File: src/rtl/bitwise_arb_pkg.sv
// Shared types and constants for the bitwise unit arbiter.
//   arb_state_t : arbiter FSM state encoding
//   OPC_*       : op class field, op[3:2]
//   LAT_*       : number of non-WAIT unit states per op class
package bitwise_arb_pkg;

  typedef enum logic [1:0] {
    ST_IDLE  = 2'd0,
    ST_ISSUE = 2'd1,
    ST_BUSY  = 2'd2,
    ST_RESP  = 2'd3
  } arb_state_t;

  localparam logic [1:0] OPC_MOV = 2'b00;
  localparam logic [1:0] OPC_XOR = 2'b01;
  localparam logic [1:0] OPC_ASL = 2'b10;
  localparam logic [1:0] OPC_SWP = 2'b11;

  localparam int LAT_MOV = 1;
  localparam int LAT_XOR = 3;
  localparam int LAT_ASL = 4;
  localparam int LAT_SWP = 3;

  function automatic int op_latency(input logic [1:0] opc);
    case (opc)
      OPC_MOV: return LAT_MOV;
      OPC_XOR: return LAT_XOR;
      OPC_ASL: return LAT_ASL;
      default: return LAT_SWP;
    endcase
  endfunction

endpackage

File: src/rtl/rr_arb2.sv
// Combinational two-way round-robin pick.
//   req0, req1 : requests
//   last       : client served most recently
//   valid      : at least one request present
//   pick       : chosen client (0 or 1); on a tie, the one that is not last
module rr_arb2 (
  input  logic req0,
  input  logic req1,
  input  logic last,
  output logic valid,
  output logic pick
);

  assign valid = req0 | req1;
  assign pick  = (req0 && req1) ? ~last : req1;

endmodule

File: src/rtl/bitwise_arbiter.sv
// Round-robin arbiter sharing one bitwise unit between two clients, with a
// watchdog that aborts a transaction whose done never comes back.
//   clk, reset          : clock, synchronous active-high reset
//   req*/op*/in*        : client request, opcode, immediate
//   gnt*/ack*           : client grant (ISSUE..RESP), one-cycle response strobe
//   result, err         : captured unit output / timeout flag, held between acks
//   bw_s/bw_op/bw_in    : start, opcode, immediate to the unit
//   bw_done/bw_out      : unit idle flag, unit result
//
// state    | meaning
// ST_IDLE  | waiting for a request and an idle unit
// ST_ISSUE | one-cycle start pulse to the unit
// ST_BUSY  | waiting for done, watchdog counting
// ST_RESP  | one-cycle ack to the owner
module bitwise_arbiter
  import bitwise_arb_pkg::*;
#(
  parameter int TIMEOUT = 15
) (
  input  logic       clk,
  input  logic       reset,
  input  logic       req0,
  input  logic       req1,
  input  logic [3:0] op0,
  input  logic [3:0] op1,
  input  logic [7:0] in0,
  input  logic [7:0] in1,
  output logic       gnt0,
  output logic       gnt1,
  output logic       ack0,
  output logic       ack1,
  output logic [7:0] result,
  output logic       err,
  output logic       bw_s,
  output logic [3:0] bw_op,
  output logic [7:0] bw_in,
  input  logic       bw_done,
  input  logic [7:0] bw_out
);

  localparam int              CW      = $clog2(TIMEOUT + 1);
  localparam logic [CW-1:0]   CNT_MAX = '1;
  localparam logic [CW-1:0]   CNT_TC  = CW'(TIMEOUT);

  arb_state_t    state, state_nx;
  logic          owner;
  logic          last;
  logic          rr_valid, rr_pick;
  logic [CW-1:0] wd_cnt, wd_inc;
  logic          wd_expire;
  logic          in_txn, drive_bw;

  rr_arb2 u_rr (
    .req0  (req0),
    .req1  (req1),
    .last  (last),
    .valid (rr_valid),
    .pick  (rr_pick)
  );

  // The abort fires on the BUSY cycle whose incremented count reaches
  // TIMEOUT, so exactly TIMEOUT BUSY cycles elapse before RESP.
  assign wd_inc    = (wd_cnt == CNT_MAX) ? wd_cnt : wd_cnt + 1'b1;
  assign wd_expire = (wd_inc == CNT_TC);

  always_comb begin
    state_nx = state;
    case (state)
      ST_IDLE:  if (rr_valid && bw_done) state_nx = ST_ISSUE;
      ST_ISSUE: state_nx = ST_BUSY;
      ST_BUSY:  if (bw_done || wd_expire) state_nx = ST_RESP;
      ST_RESP:  state_nx = ST_IDLE;
      default:  state_nx = ST_IDLE;
    endcase
  end

  always_comb begin
    in_txn   = (state != ST_IDLE);
    drive_bw = (state == ST_ISSUE) || (state == ST_BUSY);
    gnt0     = in_txn && !owner;
    gnt1     = in_txn &&  owner;
    ack0     = (state == ST_RESP) && !owner;
    ack1     = (state == ST_RESP) &&  owner;
    bw_s     = (state == ST_ISSUE);
    bw_op    = 4'd0;
    bw_in    = 8'd0;
    if (drive_bw) begin
      bw_op = owner ? op1 : op0;
      bw_in = owner ? in1 : in0;
    end
  end

  always_ff @(posedge clk) begin
    if (reset) begin
      state  <= ST_IDLE;
      owner  <= 1'b0;
      last   <= 1'b1;
      wd_cnt <= '0;
      result <= 8'd0;
      err    <= 1'b0;
    end else begin
      state <= state_nx;
      case (state)
        ST_IDLE: begin
          if (rr_valid && bw_done) owner <= rr_pick;
        end
        ST_ISSUE: begin
          wd_cnt <= '0;
        end
        ST_BUSY: begin
          if (bw_done) begin
            result <= bw_out;
            err    <= 1'b0;
          end else begin
            wd_cnt <= wd_inc;
            if (wd_expire) begin
              result <= 8'd0;
              err    <= 1'b1;
            end
          end
        end
        ST_RESP: begin
          last <= owner;
        end
        default: ;
      endcase
    end
  end

endmodule
File: config.mk
export PLATFORM = sky130hd
export DESIGN_NAME = bitwise_arbiter
export DESIGN_NICKNAME = d
export VERILOG_FILES = /design/src/rtl/bitwise_arb_pkg.sv /design/src/rtl/rr_arb2.sv /design/src/rtl/bitwise_arbiter.sv
export SDC_FILE = /design/constraint.sdc
export NUM_CORES = 1
export LEC_CHECK = 0
export ABC_AREA = 0
export CAP_MARGIN = 10
export CORE_MARGIN = 2
export CORE_UTILIZATION = 35
export DETAILED_ROUTE_END_ITERATION = 6
export PLACE_DENSITY = 0.76
export SYNTH_ARGS = -nofsm -noshare
export SYNTH_HDL_FRONTEND = slang
export SYNTH_HIERARCHICAL = 1
export SYNTH_SLANG_ARGS = --single-unit
File: constraint.sdc
create_clock -name clk -period 1.5 [get_ports clk]
set_clock_uncertainty 0.15 [all_clocks]
set_input_delay 0.225 -clock clk [delete_from_list [all_inputs] [get_ports clk]]
set_output_delay 0.225 -clock clk [all_outputs]
set_load 0.02 [all_outputs]
==> summary.md <==
| Metric | Value |
|---|---|
| Commonest cells after routing, fill and taps aside | 36 x clkdlybuf4s50_1, 23 x buf_4, 17 x nor2b_1, 17 x buf_6, 16 x a21oi_1 |
| Synth Instances | 144 |
| Yosys top cell area share | 0.289 |
| Core Box Area | 0.00328 mm^2 |
| Total track usage | 0.218 |
| Hold WC Path Type | reg2reg |
| Crit end category | output pin |
| Hold path start | last$_SDFFE_PP1N_ |
| Largest net degree at the start of global routing | 14 |
| Design Power | 3.36 mW |
| FF-to-FF path depth | 6 |
| Pwr per Cell Area | 1360 mW/mm^2 |
| Hold Path Depth | 1 |
| Setup TNS | -3.99 ns |
| Sw frac | 0.395 |
| Chip Height | 62.0 um |
| Post-Syn Area per Cell | 8.18 um^2 |
| Biggest area consumer among synthesized cells | dfxtp_1 |
| Sequential share of the synthesized area | 0.289 |
| Worst Path Class, Setup | reg2out |
| FF-to-FF Start | state[0]$_SDFFE_PP0P_ |
| Sequential share of power | 0.176 |
| Clock sink count | 17 |
| CP max stage delay | 0.35 ns |
| Final Cell Area | 0.00247 mm^2 |
| Post-route setup slack | -0.229 ns |
| Crit path cell chain | inv_2 > ha_4 > nor2b_4 > buf_6 |
| Commonest non-fill, non-tap cell in the layout | clkdlybuf4s50_1 |
| Vias | 1340 |
| ANT cells | 0 |
| NumNets Final | 270 |
| Reg2reg setup slack | -0.17 ns |
| Top post-synthesis cells by area | dfxtp_1 29%, nor2b_1 15%, mux2i_1 13% |
| Drt via density | 4.91 |
| Final setup viols | 29 |
| Switching power | 1.33 mW |
| GPL Wtd Cong | 0.748 |
| Post-DP HPWL | 2760 um |
| DRT Wirelength | 4160 um |
| First-pass GRT wire length | 6080 um |
| Non-Filler Instances | 273 |
| IO Pins | 63 |
| Placed cells | 264 |
| Max Cap Viol | 0 |
| Syn_nets | 186 |
| Initial Utilization | 0.359 |
| Post-Synthesis Cell Area | 0.00118 mm^2 |
| Share of layout cells above drive strength 1 | 0.489 |
| Yosys cell types | 33 |
| YS warnings | 6 |
| CP Data Arrival Time | 1.35 ns |
| Worst Hold End | last$_SDFFE_PP1N_ |
| Clock-pin transition on the worst setup and hold timing paths | 0.10 ns |
| Antenna viol nets, final | 0 |
| Layout area overhead | 110% |
| Iteration count of the initial detailed-routing pass | 4 |
| Grt ovf | 0 |
| Reg2Reg Capture Point | wd_cnt[3]$_SDFFE_PP0P_ |
| Crit start category | register |
| Clock power share | 0.073 |
| Number of global-route vias before repair | 1369 |
| TritonCTS clock tree | done |
| Peak supply drop | 1.03 mV |
| Failing checks | setup timing |
| Initial DRC Count | 27 |
| CTS buffer count | 3 |
| Drt wl/cell | 15.2 um |
| Residual DRC | 0 |
| Flops & latches, synth | 17 |
| Normalized max-slew margin | 0.740 |
| Outcome | complete, but fails checks |
| Pre-CTS setup slack | -0.486 ns |
| Worst Path Required | 1.12 ns |
| Skew-Pair Late Insertion Delay | 0.30 ns |
| Die Width | 62.0 um |
| Critical path's slowest cell | dfxtp_2 |
| Hold_ws | 0.358 ns |
| CTS H-tree lvls | 1 |
| Fin crit period | 1.73 ns |
| Crit-path max FO | 13 |
| Root buffer cell | clkbuf_4 |
| Final period util | 1.15 |
| Dpl cell area | 0.00210 mm^2 |
| Lkg Pwr | 0.948 nW |
| Peak Freq | 578 MHz |
| Port Buffers | 62 |
| Row cnt | 21 |
| Fin util | 0.752 |
| RSZ-0062 raised after global routing | true |
| Combinational share of power | 0.752 |
| Final hold vios | 0 |
| Longest Clk Path Bufs | 2 |
| Initial antenna violation count | 0 |
| P_int | 2.03 mW |
| Slew Limit Fails | 0 |
| DIE AREA | 0.00385 mm^2 |
| Worst Max-Slew Pin Slew | 0.389 ns |
[worst max-delay path, delay by kind of cell, from the launching register on]
family	cells	cell delay, ns
DFF	1	0.35
adders and majority gates	1	0.34
buffers and inverters	2	0.18
and+or+nand+nor	1	0.18
[kinds of logic (layout without fill, tap and decap cells)]
family                     count (synthesis)  in the layout  share of synthesized area
DFF                                       17             17                      0.289
AOI/OAI and AO/OA                         38             38                      0.201
xor gates and xnor gates                   1              1                    0.00743
buffers and inverters                     16             99                     0.0563
and+or+nand+nor                           52             52                      0.266
adders and majority gates                  5              5                     0.0531
muxes                                     15             15                      0.127
[what timing repair did]
item / 4_1_cts / 5_1_grt
pin swaps: 3 / 7
resized for setup: 154 / 16
gates cloned: 2 / 0
setup buffers: 0 / 5
setup endpoints to repair: 41 / 32
hold buffers: 0 / 0
[how the worst max path moves through the flow]
stage | from | endpoint | depth (start not counted)
2_1_floorplan | wd_cnt[0]$_SDFFE_PP0P_ | result[1]$_SDFFE_PP0P_ | 5
3_3_place_gp | state[0]$_SDFFE_PP0P_ | bw_in[3] | 5
3_5_place_dp | state[1]$_SDFFE_PP0P_ | bw_in[5] | 5
4_1_cts | state[1]$_SDFFE_PP0P_ | bw_in[5] | 4
5_1_grt | state[1]$_SDFFE_PP0P_ | bw_in[7] | 4
6_report | state[0]$_SDFFE_PP0P_ | bw_in[5] | 4
[synth_stat cells (all sizes together)]
cell type	count
o221ai	1
nor2b	30
nand3	2
xnor2	1
o211ai	1
ha	5
and2	3
o21a	1
clkbuf	4
inv	7
nand2b	2
a211oi	2
a2111oi	2
nor3	2
or2	1
o21ai	9
dfxtp	17
and2b	1
a31oi	1
and3	1
or2b	1
a21oi	19
a211o	1
mux2i	15
nand4	2
nor2	7
a21boi	1
buf	5
[registers in the layout, summed over array words and instances, names as in the netlist]
register	cells
wd_cnt	4
owner	1
state	2
result	8
err	1
last	1
[power groups by stage]
stage,logic (mW),registers (mW),clock network (mW)
floorplan,1.16,0.639,0
global placement,2.12,0.581,0
detailed placement,2.17,0.588,0
CTS,2.37,0.591,0.253
global route,2.68,0.599,0.269
finish,2.52,0.591,0.244
[cell type report]
class	count	area (um^2)
clock buffers	3	22.5
inverters	7	26.3
fillers	210	813
repair buffers	88	878
clock inverters	1	5.00
well taps	46	57.6
multi-input cells	111	1130
flip-flops and latches	17	349
[metal layers]
layer / part of all wire / wire length, um / up-vias / global-route usage
met4: 0.038 / 160 / 0 / 0.100
met2: 0.55 / 2300 / 50 / 0.418
met5: 0 / 0 / - / 0
met1: 0.37 / 1520 / 612 / 0.233
li1: - / - / 664 / -
met3: 0.043 / 178 / 14 / 0.0290
Power figures use the tool's default switching activity.
==> edit 1, RTL diff (config.mk and constraints unchanged) <==
Put one more register stage on the output `err`, with the module's reset. The value now appears one clock later. The other outputs are not delayed to match.
--- a/src/rtl/bitwise_arbiter.sv
+++ b/src/rtl/bitwise_arbiter.sv
@@ -41,6 +41,8 @@
   localparam int              CW      = $clog2(TIMEOUT + 1);
   localparam logic [CW-1:0]   CNT_MAX = '1;
   localparam logic [CW-1:0]   CNT_TC  = CW'(TIMEOUT);
+
+  logic err_s0;
 
   arb_state_t    state, state_nx;
   logic          owner;
@@ -97,7 +99,7 @@
       last   <= 1'b1;
       wd_cnt <= '0;
       result <= 8'd0;
-      err    <= 1'b0;
+      err_s0 <= 1'b0;
     end else begin
       state <= state_nx;
       case (state)
@@ -110,12 +112,12 @@
         ST_BUSY: begin
           if (bw_done) begin
             result <= bw_out;
-            err    <= 1'b0;
+            err_s0 <= 1'b0;
           end else begin
             wd_cnt <= wd_inc;
             if (wd_expire) begin
               result <= 8'd0;
-              err    <= 1'b1;
+              err_s0 <= 1'b1;
             end
           end
         end
@@ -127,4 +129,12 @@
     end
   end
 
+  always_ff @(posedge clk) begin
+    if (reset) begin
+      err <= '0;
+    end else begin
+      err <= err_s0;
+    end
+  end
+
 endmodule
Formal check against the unedited RTL: same outputs for any inputs over 10 cycles, from zero or initial values and one cycle with reset high; that may be too few to reach the edited logic, so the function may still have changed.
==> edit 1 against the unedited design <==
- the flow still finishes with violations (negative setup slack)
- critical path depth increased by 1
- setup slack got worse by 0.0044 ns
- sequential cell count increased by 1
- routed wire length decreased by 6.0%
- area after synthesis increased by 2.5%
- non-clock buffer count increased by 3
- final cell count increased by 1.8%
- total power increased by 4.9%
- final area decreased by 0.96%
- critical path type unchanged
==> edit 1: results (changes against the unedited design) <==
global route overflow=0 (unchanged); length of the first detailed-routing pass in iterations=4 (unchanged); antenna cells=0 (unchanged); IR drop worst, VDD=1220 uV (+18%); fill count=241 (+15%); Area contributors post-synth=dfxtp_1, nor2b_1, mux2i_1; Syn Nets=188 (+1.1%); Arr. time, crit path=1.36 ns; worst hold stages=1 (unchanged); Least-Margin Pin Slew=0.440 ns (+0.0506 ns); pre-CTS setup slack=-0.483 ns (+0.00282 ns); Hold Crit Class=reg2reg; DRT iter0 DRCs=46 (+70%); fin nets=275 (+1.9%); Worst Path Max Fanout=7 (-6); worst reg2reg startpoint=state[0]; vias in the first global route=1,475 (+7.7%); synth unique cells=33 (unchanged); Fin Hold WS=0.339 ns (-0.0191 ns); Hold EP=err; post-synthesis sequential area ratio=29.8% (+0.94 points); Yosys warnings=6 (unchanged); global-route wire length before repair=6.72 mm (+11%); layout cell share with drive strength beyond 1=45.7% (-3.2 points); HP Start=err_s0; Final setup viols=29 (unchanged); Leak=0.989 nW (+4.4%); vias after detailed routing=1,401 (+4.6%); Tot GR Track Use=21.2% (-0.68 points); status=finished with violations; Reg2Reg Depth=6 (unchanged); Non-Filler Instances=278 (+1.8%); CTS root buf=clkbuf_4; failing checks=negative setup slack; syn avg cell area=8.28 um2 (+1.1%); Post-Place Cell Area=2100 um2 (about the same); capturing point of the worst reg2reg path=wd_cnt[3]; Post-synth EDFFs=0 (unchanged); Num CTS Buffers=3 (unchanged); I/O Buffers=62 (unchanged); largest net degree at the start of global routing=18 (+4); initial antenna violation count=0 (unchanged); Final WS setup=-0.234 ns (-0.00443 ns); Clock Pin Slew Worst Setup and Hold Paths=0.11 ns; GPL Wtd Cong=0.738 (-1.3%); post-DP HPWL=2.75 mm (-0.50%); switching share of power=37.9% (-1.6 points); synth cell count leaders=nor2b_1, a21oi_1, dfxtp_1; setup TNS=-4.51 ns (-0.521 ns); WL per Instance=14.1 um (-7.7%)
## edit 1: layout make-up
type	instances	area, um2	share of cell area [%]
multi-input cells	112	1090	44.5
flip-flops and latches	18	367	15.0
clock buffers	4	36.3	1.48
inverters	7	26.3	1.07
repair buffers	91	872	35.6
well taps	46	57.6	2.35
## edit 1: kinds of logic (layout without fill, tap and decap cells)
group / after synthesis / after routing / synth area share [%]
xor gates and xnor gates: 1 / 1 / 0.725
AOI/OAI and AO/OA: 38 / 38 / 19.6
DFF: 18 / 18 / 29.8
and+or+nand+nor: 53 / 53 / 26.5
buffers and inverters: 16 / 102 / 5.80
adders and majority gates: 5 / 5 / 5.18
muxes: 15 / 15 / 12.4
## edit 1: how the worst max path moves through the flow
stage | startpoint | endpoint | slack [ns]
6_report | state[0] | bw_in[4] | -0.23
5_1_grt | state[0] | state[1] | -0.29
4_1_cts | state[0] | bw_in[7] | -0.26
3_5_place_dp | state[1] | bw_in[4] | -0.48
3_3_place_gp | state[0] | bw_op[1] | -0.43
2_1_floorplan | wd_cnt[0] | result[0] | -0.01
## edit 1: timing repair
item,in CTS,in global routing
gates cloned,1,0
resized for setup,136,27
hold endpoints to repair,0,0
buffers inserted,8,4
setup endpoints to repair,40,32
pin swaps,10,10
## edit 1: worst max-delay path, cell delays in order, from the launching register on
cell and delay [ns]:
dfxtp_2 0.35, inv_2 0.05, ha_4 0.27, buf_6 0.12
nor2b_4 0.14, buf_6 0.12
## edit 1: power groups by stage
stage	Combinational, W	Sequential [W]	Clock [W]
CTS	0.00249	0.000609	0.000309
detailed placement	0.00208	0.000617	0
global route	0.00278	0.000621	0.000328
global placement	0.00204	0.000609	0
finish	0.00261	0.000611	0.000303
floorplan	0.00116	0.000666	0
## edit 1: through the flow
stage                     util (%)  total power, W
after CTS                     69.8         0.00341
after global routing          73.3         0.00373
after detailed placement      63.0         0.00270
final                         73.3         0.00353
after floorplan                  -         0.00183
after global placement        63.0         0.00265
## edit 1: metal layers
| metal | global-route usage, % | up-vias | wire length (um) |
|---|---|---|---|
| li1 | - | 676 | - |
| met1 | 21.9 | 662 | 1470 |
| met5 | 0 | - | 0 |
| met4 | 7.22 | 0 | 53 |
| met3 | 4.50 | 6 | 258 |
| met2 | 41.5 | 57 | 2120 |
==> edit 2, RTL diff (same settings) <==
Without the edit above. The parameter `TIMEOUT` goes from 15 to 14.
--- a/src/rtl/bitwise_arbiter.sv
+++ b/src/rtl/bitwise_arbiter.sv
@@ -15,7 +15,7 @@
 module bitwise_arbiter
   import bitwise_arb_pkg::*;
 #(
-  parameter int TIMEOUT = 15
+  parameter int TIMEOUT = 14
 ) (
   input  logic       clk,
   input  logic       reset,
Function: no difference found for any inputs over 10 cycles, from zero or initial values and one cycle with reset high; that may be too few to reach the edited logic, so the function may still have changed.
==> edit 2 against the unedited design <==
- final area up 5.4%
- total power increased by 2.1%
- count of clock-buffer cells in the layout unchanged
- area after synthesis decreased by 4.5%
- setup slack worse by 0.23 ns
- largest power group unchanged
- routed wire length is 30% higher
- sequential cell count unchanged
- the flow still finishes with violations (negative setup slack)
- via count grew 4.4%
- highest routed layer unchanged
- maximum frequency down 12%
==> edit 2: results (changes against the unedited design) <==
Post-Place Cell Area=2030 um2 (-3.3%); vias in the first global route=1,442 (+5.3%); Leak=1.03 nW (+8.9%); synth cell count leaders=dfxtp_1, mux2i_1, nor2b_1; global-route wire length before repair=7.29 mm (+20%); length of the first detailed-routing pass in iterations=4 (unchanged); Worst Path Max Fanout=6 (-7); post-DP HPWL=2.84 mm (+3.0%); M2 GR Usage=50.5% (+8.7 points); CP peak stage delay=0.40 ns (+0.05 ns); fill count=156 (-26%); GPL Wtd Cong=0.808 (+8.1%); setup TNS=-7.45 ns (-3.46 ns); Clock Pin Slew Worst Setup and Hold Paths=0.12 ns (+0.02 ns); Syn Nets=168 (-9.7%); post-synthesis sequential area ratio=30.2% (+1.3 points); GR Util met1=33.0% (+9.7 points); failing checks=negative setup slack; largest net degree at the start of global routing=12 (-2); Tot GR Track Use=27.5% (+5.6 points); Fin Hold WS=0.326 ns (-0.0328 ns); Final setup viols=32 (+10%); Worst R2R Setup Slack=-0.28 ns (-0.11 ns); capturing point of the worst reg2reg path=result[7]; CP max-delay cell=dfxtp_4; IR drop worst, VDD=823 uV (-20%); DRT iter0 DRCs=92 (+240%); synth unique cells=35 (+6.1%); Reg2Reg Depth=7 (+1); crit path from=owner; via/cell ratio=5.30 (+8.0%); layout cell share with drive strength beyond 1=55.9% (+7.0 points); Area contributors post-synth=dfxtp_1, mux2i_1, nor2b_1; worst reg2reg startpoint=state[1]; Final WS setup=-0.457 ns (-0.228 ns); Setup crit end=bw_in[3]; status=finished with violations; GR Util met3=3.41% (+0.51 points); Rel. slew slack=73.3% (-0.65 points); WL per Instance=20.6 um (+35%); fin nets=264 (-2.2%); drt total wl=5.43 mm (+30%)
edit 2: cells by family after synthesis:
family / after synthesis / synth area share (%)
and+or+nand+nor: 48 / 23.3
buffers and inverters: 11 / 5.89
DFF: 17 / 30.2
muxes: 14 / 12.4
adders and majority gates: 6 / 6.67
AOI/OAI and AO/OA: 29 / 21.4
edit 2: what timing repair did:
| item | CTS | global route |
|---|---|---|
| endpoints found under the setup margin | 40 | 32 |
| setup buffers | 12 | 6 |
| cloned | 1 | 0 |
| pin swaps | 13 | 11 |
| resized for setup | 182 | 23 |
| hold buffers | 0 | 0 |
edit 2: how the worst min path moves through the flow:
stage,cells after the start,start,endpoint
after detailed placement,2,err,err
after floorplan,1,bw_out[0],result[0]
after global placement,2,err,err
final,2,err,err
after CTS,2,err,err
after global routing,2,err,err
edit 2: through the flow:
step,setup WS [ns],utilization [%]
after floorplan,-0.00818,-
after global placement,-0.534,66.6
after detailed placement,-0.610,66.6
after CTS,-0.298,82.5
after global routing,-0.473,85.3
final,-0.457,85.3
edit 2: area by class of cell:
type	instances	share of cell area [%]
Inverter	5	0.817
Clock inverter	1	0.288
Multi-Input combinational cell	97	44.6
Sequential cell	17	13.4
Clock buffer	3	0.865
Timing Repair Buffer	97	37.9
Tap cell	44	2.11
edit 2: where the power goes:
part / switching (W) / total, W / internal (W) / leakage, nW
sequential: 0.0000500 / 0.000560 / 0.000510 / 0.140
clock: 0.000172 / 0.000274 / 0.000102 / 0.0139
combinational: 0.00116 / 0.00260 / 0.00144 / 0.878
edit 2: routing by layer:
| layer | routed length, um | share of wire (%) |
|---|---|---|
| met1 | 2000 | 37 |
| met2 | 2960 | 55 |
| met3 | 331 | 6.1 |
| met4 | 140 | 2.6 |
| met5 | 0 | 0 |
